## src/rtl/cnn_mac_pkg.sv

```systemverilog
// Shared widths, sideband payload and fixed-point helpers for the CNN MAC datapath.
package cnn_mac_pkg;

  localparam int unsigned DIN0_WIDTH_DEF = 8;
  localparam int unsigned DIN1_WIDTH_DEF = 12;
  localparam int unsigned ACC_WIDTH_DEF  = 32;
  localparam int unsigned FRAC_SHIFT_DEF = 6;
  localparam int unsigned OUT_WIDTH_DEF  = 12;
  localparam int unsigned NUM_STAGE_DEF  = 2;

  // Working width for round/saturate; accumulators up to this width are supported.
  localparam int unsigned MAX_W = 64;

  typedef struct packed {
    logic valid;
    logic first;
    logic last;
  } mac_side_t;

  function automatic int unsigned prod_width(input int unsigned w0, input int unsigned w1);
    return w0 + w1;
  endfunction

  // Round half up toward +inf, then arithmetic shift right.
  function automatic logic signed [MAX_W-1:0] round_shift(input logic signed [MAX_W-1:0] v,
                                                          input int unsigned shift);
    logic signed [MAX_W-1:0] bias;
    if (shift == 0) return v;
    bias = $signed(MAX_W'(1) << (shift - 1));
    return (v + bias) >>> shift;
  endfunction

  function automatic logic signed [MAX_W-1:0] sat_clip(input logic signed [MAX_W-1:0] v,
                                                       input int unsigned w);
    logic signed [MAX_W-1:0] hi;
    logic signed [MAX_W-1:0] lo;
    hi = $signed((MAX_W'(1) << (w - 1)) - MAX_W'(1));
    lo = ~hi;
    if (v > hi) return hi;
    if (v < lo) return lo;
    return v;
  endfunction

  function automatic logic sat_hit(input logic signed [MAX_W-1:0] v, input int unsigned w);
    return (v != sat_clip(v, w));
  endfunction

endpackage

```

## src/rtl/cnn_mac_mul_pipe.sv

```systemverilog
// Pipelined signed multiplier: registered operands, then NUM_STAGE product registers,
// with valid/first/last sidebands travelling alongside.
module cnn_mac_mul_pipe
  import cnn_mac_pkg::*;
#(
  parameter int unsigned DIN0_WIDTH = DIN0_WIDTH_DEF,
  parameter int unsigned DIN1_WIDTH = DIN1_WIDTH_DEF,
  parameter int unsigned NUM_STAGE  = NUM_STAGE_DEF
) (
  input  logic                                      clk,
  input  logic                                      reset,
  input  logic                                      ce,
  input  logic                                      in_valid,
  input  logic                                      in_first,
  input  logic                                      in_last,
  input  logic signed [DIN0_WIDTH-1:0]              din0,
  input  logic signed [DIN1_WIDTH-1:0]              din1,
  output logic signed [DIN0_WIDTH+DIN1_WIDTH-1:0]   prod,
  output mac_side_t                                 side
);

  localparam int unsigned P = prod_width(DIN0_WIDTH, DIN1_WIDTH);

  logic signed [DIN0_WIDTH-1:0] a_q, a_d;
  logic signed [DIN1_WIDTH-1:0] b_q, b_d;
  mac_side_t                    s0_q, s0_d;
  logic signed [P-1:0]          prod_q [NUM_STAGE];
  logic signed [P-1:0]          prod_d [NUM_STAGE];
  mac_side_t                    side_q [NUM_STAGE];
  mac_side_t                    side_d [NUM_STAGE];

  always_comb begin
    a_d  = a_q;
    b_d  = b_q;
    s0_d = s0_q;
    for (int unsigned i = 0; i < NUM_STAGE; i++) begin
      prod_d[i] = prod_q[i];
      side_d[i] = side_q[i];
    end
    if (ce) begin
      a_d        = din0;
      b_d        = din1;
      s0_d.valid = in_valid;
      s0_d.first = in_valid & in_first;
      s0_d.last  = in_valid & in_last;
      prod_d[0]  = P'(a_q) * P'(b_q);
      side_d[0]  = s0_q;
      for (int unsigned i = 1; i < NUM_STAGE; i++) begin
        prod_d[i] = prod_q[i-1];
        side_d[i] = side_q[i-1];
      end
    end
  end

  always_ff @(posedge clk or posedge reset) begin
    if (reset) begin
      a_q  <= '0;
      b_q  <= '0;
      s0_q <= '0;
      for (int unsigned i = 0; i < NUM_STAGE; i++) begin
        prod_q[i] <= '0;
        side_q[i] <= '0;
      end
    end else begin
      a_q  <= a_d;
      b_q  <= b_d;
      s0_q <= s0_d;
      for (int unsigned i = 0; i < NUM_STAGE; i++) begin
        prod_q[i] <= prod_d[i];
        side_q[i] <= side_d[i];
      end
    end
  end

  assign prod = prod_q[NUM_STAGE-1];
  assign side = side_q[NUM_STAGE-1];

endmodule

```

## src/rtl/cnn_mac_pipe.sv

```systemverilog
// Pipelined signed MAC with first/last framing and rounded fixed-point output.
// Define CNN_MAC_SAT_EN to saturate the output; otherwise it wraps and sat stays 0.
module cnn_mac_pipe
  import cnn_mac_pkg::*;
#(
  parameter int unsigned DIN0_WIDTH = DIN0_WIDTH_DEF,
  parameter int unsigned DIN1_WIDTH = DIN1_WIDTH_DEF,
  parameter int unsigned NUM_STAGE  = NUM_STAGE_DEF,
  parameter int unsigned ACC_WIDTH  = ACC_WIDTH_DEF,
  parameter int unsigned FRAC_SHIFT = FRAC_SHIFT_DEF,
  parameter int unsigned OUT_WIDTH  = OUT_WIDTH_DEF
) (
  input  logic                         clk,
  input  logic                         reset,
  input  logic                         ce,
  input  logic                         in_valid,
  input  logic                         in_first,
  input  logic                         in_last,
  input  logic signed [DIN0_WIDTH-1:0] din0,
  input  logic signed [DIN1_WIDTH-1:0] din1,
  output logic                         out_valid,
  output logic signed [OUT_WIDTH-1:0]  dout,
  output logic signed [ACC_WIDTH-1:0]  dout_acc,
  output logic                         sat
);

  localparam int unsigned P = prod_width(DIN0_WIDTH, DIN1_WIDTH);

  logic signed [P-1:0] m_prod;
  mac_side_t           m_side;

  cnn_mac_mul_pipe #(
    .DIN0_WIDTH (DIN0_WIDTH),
    .DIN1_WIDTH (DIN1_WIDTH),
    .NUM_STAGE  (NUM_STAGE)
  ) u_mul (
    .clk      (clk),
    .reset    (reset),
    .ce       (ce),
    .in_valid (in_valid),
    .in_first (in_first),
    .in_last  (in_last),
    .din0     (din0),
    .din1     (din1),
    .prod     (m_prod),
    .side     (m_side)
  );

  logic signed [ACC_WIDTH-1:0] acc_q, acc_d;
  logic signed [ACC_WIDTH-1:0] acc_base, acc_sum;
  logic signed [ACC_WIDTH-1:0] dout_acc_q, dout_acc_d;
  logic signed [OUT_WIDTH-1:0] dout_q, dout_d;
  logic signed [MAX_W-1:0]     rnd;
  logic                        out_valid_q, out_valid_d;
  logic                        sat_q, sat_d;

  // Accumulate and round/saturate share one cycle so the result lands with the last term.
  always_comb begin
    acc_d       = acc_q;
    dout_acc_d  = dout_acc_q;
    dout_d      = dout_q;
    out_valid_d = out_valid_q;
    sat_d       = sat_q;
    acc_base    = m_side.first ? '0 : acc_q;
    acc_sum     = acc_base + ACC_WIDTH'(m_prod);
    rnd         = round_shift(MAX_W'(acc_sum), FRAC_SHIFT);
    if (ce) begin
      out_valid_d = 1'b0;
      if (m_side.valid) begin
        acc_d = acc_sum;
        if (m_side.last) begin
          out_valid_d = 1'b1;
          dout_acc_d  = acc_sum;
`ifdef CNN_MAC_SAT_EN
          dout_d      = OUT_WIDTH'(sat_clip(rnd, OUT_WIDTH));
          sat_d       = sat_hit(rnd, OUT_WIDTH);
`else
          dout_d      = OUT_WIDTH'(rnd);
          sat_d       = 1'b0;
`endif
        end
      end
    end
  end

  always_ff @(posedge clk or posedge reset) begin
    if (reset) begin
      acc_q       <= '0;
      dout_acc_q  <= '0;
      dout_q      <= '0;
      out_valid_q <= 1'b0;
      sat_q       <= 1'b0;
    end else begin
      acc_q       <= acc_d;
      dout_acc_q  <= dout_acc_d;
      dout_q      <= dout_d;
      out_valid_q <= out_valid_d;
      sat_q       <= sat_d;
    end
  end

  assign out_valid = out_valid_q;
  assign dout      = dout_q;
  assign dout_acc  = dout_acc_q;
  assign sat       = sat_q;

endmodule

```

## config.mk

```make
export PLATFORM = sky130hd
export DESIGN_NAME = cnn_mac_pipe
export DESIGN_NICKNAME = d
export VERILOG_FILES = /design/src/rtl/cnn_mac_pkg.sv /design/src/rtl/cnn_mac_mul_pipe.sv /design/src/rtl/cnn_mac_pipe.sv
export SDC_FILE = /design/constraint.sdc
export NUM_CORES = 1
export LEC_CHECK = 0
export ABC_AREA = 1
export ABC_CLOCK_PERIOD_IN_PS = 7000
export CAP_MARGIN = 20
export CORE_MARGIN = 5
export CORE_UTILIZATION = 50
export CTS_BUF_LIST = sky130_fd_sc_hd__clkbuf_4 sky130_fd_sc_hd__clkbuf_8 sky130_fd_sc_hd__clkbuf_16
export CTS_CLUSTER_SIZE = 28
export DETAILED_ROUTE_END_ITERATION = 10
export GPL_ROUTABILITY_DRIVEN = 0
export PLACE_DENSITY = 0.72
export SETUP_SLACK_MARGIN = 0.2
export SYNTH_ARGS = -nofsm -noshare
export SYNTH_HDL_FRONTEND = slang
export SYNTH_SLANG_ARGS = --single-unit
```

## constraint.sdc

```tcl
create_clock -name clk -period 7 [get_ports clk]
set_input_delay 1.4 -clock clk [delete_from_list [all_inputs] [get_ports clk]]
set_output_delay 1.4 -clock clk [all_outputs]
set_load 0.02 [all_outputs]
```

==> results_dict.tcl <==
set metrics [dict create \
    critPathKind "reg -> reg" \
    synth.net_count 1744 \
    crit_chain "inv_1 > nor2_1 > fa_1 > fa_1 > fa_1 > inv_1 > fa_1 > inv_1 > ha_1 > nand2_1 > o21a_1 > nand2_1 > a21oi_1 > o21ai_0 > nand2_1 > nand2_1 > nand2_1 > nand3_1 > nand2_1" \
    drt-vias-per-instance 5.01 \
    ys_seq_area_frac 0.317 \
    drt_first_pass_iters 5 \
    dpl.hpwl_mm 18.8 \
    hp-class "reg -> reg" \
    path_common_cell "nand2_1" \
    clkPwrFrac 0.167 \
    worst_hold_slack_ns 0.468 \
    die_x_um 162 \
    finalWirelength_mm 25.3 \
    synthCells 1569 \
    worst_pin_slew_ns 1.05 \
    core_area_um2 22600 \
    nNetsFinal 1785 \
    drv_slew 0 \
    cp-start-kind "register" \
    final_common_cell "nand2_1" \
    final_cells 1907 \
    antenna_found_initial 0 \
    post_cts_buffers 0 \
    antenna_left 0 \
    cts_buffers 17 \
    hold_violations 0 \
    relSlewSlack 0.300 \
    routedWlPerCell_um 13.3 \
    rsz0062_at_grt "false" \
    grt_pass1_wl_mm 43.5 \
    utilization 0.575 \
    crit_buf_inv 3 \
    portBuffers 70 \
    num_rows 55 \
    setup_viol 0 \
    ys_seq_elements 146 \
    grt_pass1_vias 9300 \
    slowest_stage "fa_1" \
    dr_total_vias 9547 \
    worstSkewPairLatency_ns 0.43 \
    ir_drop_v 0.000212 \
    ys_types 39 \
    cts_hold_buf 0 \
    drive_above_1_share 0.0370 \
    yosys_warnings 0 \
    cts_resized 0 \
    synthToLayoutAreaGrowth_pct 13.0 \
    p_comb_frac 0.595 \
    drc 0 \
    place_inst 1876 \
    cp-end-kind "register" \
    skew_ns 0.0133 \
    final_cell_mix "514 x nand2_1, 303 x inv_1, 146 x dfrtp_1" \
    htreeDepth 4 \
    cp.required_ns 7.31 \
    dieHeight_um 162 \
    cts-root-buf "clkbuf_16" \
    drv_cap 0 \
    cp_slowest_stage_delay_ns 0.55 \
    antenna_cells 0 \
    arrival_ns 4.95 \
    start_util 0.508 \
    netSwitchingFraction 0.472 \
    status "complete, no violations" \
    p_leak_nw 7.25 \
    p_int_mw 3.01 \
    crit_family "adder cells" \
    grt_start_max_net_pins 95 \
    drt-initial-drc-count 486 \
    switchingPower_mw 2.69 \
    syn_avg_cell_area_um2 7.34 \
    cts_tree "done" \
    dieArea_um2 26200 \
    seqPwrFrac 0.238 \
    cts_buffer_depth 2 \
    period_needed_ns 4.64 \
    ios 72 \
    clkTransAtPathRegs_ns 0.06 \
    fin_tns_setup_ns 0 \
    synth.cell_area_um2 11500 \
    grtUsageTotal 0.200 \
    crit_fanout 12 \
    period_share 0.663 \
    fmax_mhz 215 \
    cts_sinks 146 \
    power_density_nw_per_um2 438 \
    grt_overflow 0 \
]
state kept, by name (all words and copies together), names as in the netlist:
signal / count
u_mul.prod_q: 20
u_mul.prod: 20
u_mul.s0_q: 3
out_valid: 1
u_mul.side_q: 3
dout_acc: 32
u_mul.b_q: 12
acc_q: 32
dout: 12
u_mul.a_q: 8
u_mul.side: 3
cell families after synthesis:
kind of cell | synth area share
mux | 0.000978
other cells | 0.000326
fa+ha+maj | 0.214
compound gates | 0.0758
buf+inv | 0.118
simple gates | 0.254
xor+xnor | 0.0189
flops | 0.317
worst reg2reg max path, cell delays in order, from the launching register on:
cell and delay (ns):
dfrtp_1 0.39, inv_1 0.31, nor2_1 0.12, fa_1 0.52
fa_1 0.53, fa_1 0.55, inv_1 0.05, fa_1 0.52
inv_1 0.04, ha_1 0.33, nand2_1 0.09, o21a_1 0.19
nand2_1 0.13, a21oi_1 0.11, o21ai_0 0.26, nand2_1 0.13
nand2_1 0.08, nand2_1 0.05, nand3_1 0.07, nand2_1 0.06
power by group through the flow:
| stage | Clock, mW | Combinational, mW | Sequential, mW |
|---|---|---|---|
| floorplan | 0 | 2.41 | 1.45 |
| global placement | 0 | 3.31 | 1.35 |
| detailed placement | 0 | 3.38 | 1.36 |
| CTS | 0.969 | 3.41 | 1.35 |
| global route | 1.00 | 3.89 | 1.39 |
| finish | 0.952 | 3.39 | 1.35 |
synthesized netlist by cell type, drive strengths merged:
cell	n	share of area
clkbuf	47	0.015
mux2	1	0.00098
nor4	2	0.0011
nand3b	6	0.0039
inv	307	0.10
o2111ai	1	0.00076
nand3	62	0.028
buf	6	0.0025
o31ai	2	0.0013
nor3	7	0.0030
xnor2	10	0.0076
dfrtp	146	0.32
or3	1	0.00054
o21a	4	0.0026
fa	80	0.14
o21bai	4	0.0026
clkinv	1	0.00033
o21ai	91	0.040
nand4	14	0.0076
xor2	14	0.011
ha	69	0.075
a31oi	12	0.0065
a21o	3	0.0020
a21oi	44	0.019
or2	6	0.0033
and2	4	0.0022
nor2	104	0.035
o211ai	2	0.0013
conb	1	0.00033
nand2	518	0.17
routing by layer:
metal / routed length [um] / track usage
met1: 11800 / 0.271
met3: 1210 / 0.0330
met5: 0 / 0
met4: 501 / 0.0577
met2: 11800 / 0.335
stage by stage:
| step | total power [mW] | area [um^2] | worst slack (ns) |
|---|---|---|---|
| final | 5.70 | 13000 | 2.36 |
| after global routing | 6.29 | 13000 | 2.02 |
| after CTS | 5.73 | 13000 | 2.36 |
| after detailed placement | 4.75 | 12400 | 2.37 |
| after global placement | 4.66 | 12400 | 2.48 |
| after floorplan | 3.86 | 11500 | 1.68 |
path summary, 6_finish.rpt:
kind	startpoint	to	slack [ns]	cells past startpoint
max	u_mul.a_q[7]$_DFFE_PP0P_	u_mul.prod_q[37]$_DFFE_PP0P_	2.36	19
min	u_mul.prod_q[28]$_DFFE_PP0P_	u_mul.prod[8]$_DFFE_PP0P_	0.47	2
max reg2reg	u_mul.a_q[7]$_DFFE_PP0P_	u_mul.prod_q[37]$_DFFE_PP0P_	2.36	19
min reg2reg	u_mul.prod_q[28]$_DFFE_PP0P_	u_mul.prod[8]$_DFFE_PP0P_	0.47	2
max in group asynchronous	reset	u_mul.prod[12]$_DFFE_PP0P_	4.33	3
min in group asynchronous	reset	acc_q[5]$_DFFE_PP0P_	1.50	2
layout make-up:
type / count / area [um^2]
clock inverter: 12 / 158
sequential: 146 / 3650
timing repair buffer: 75 / 733
tap: 285 / 357
inverter: 308 / 1160
multi-input combinational: 1062 / 6500
fill: 2030 / 9630
clock buffer: 19 / 447
(Power assumes the default switching activity.)
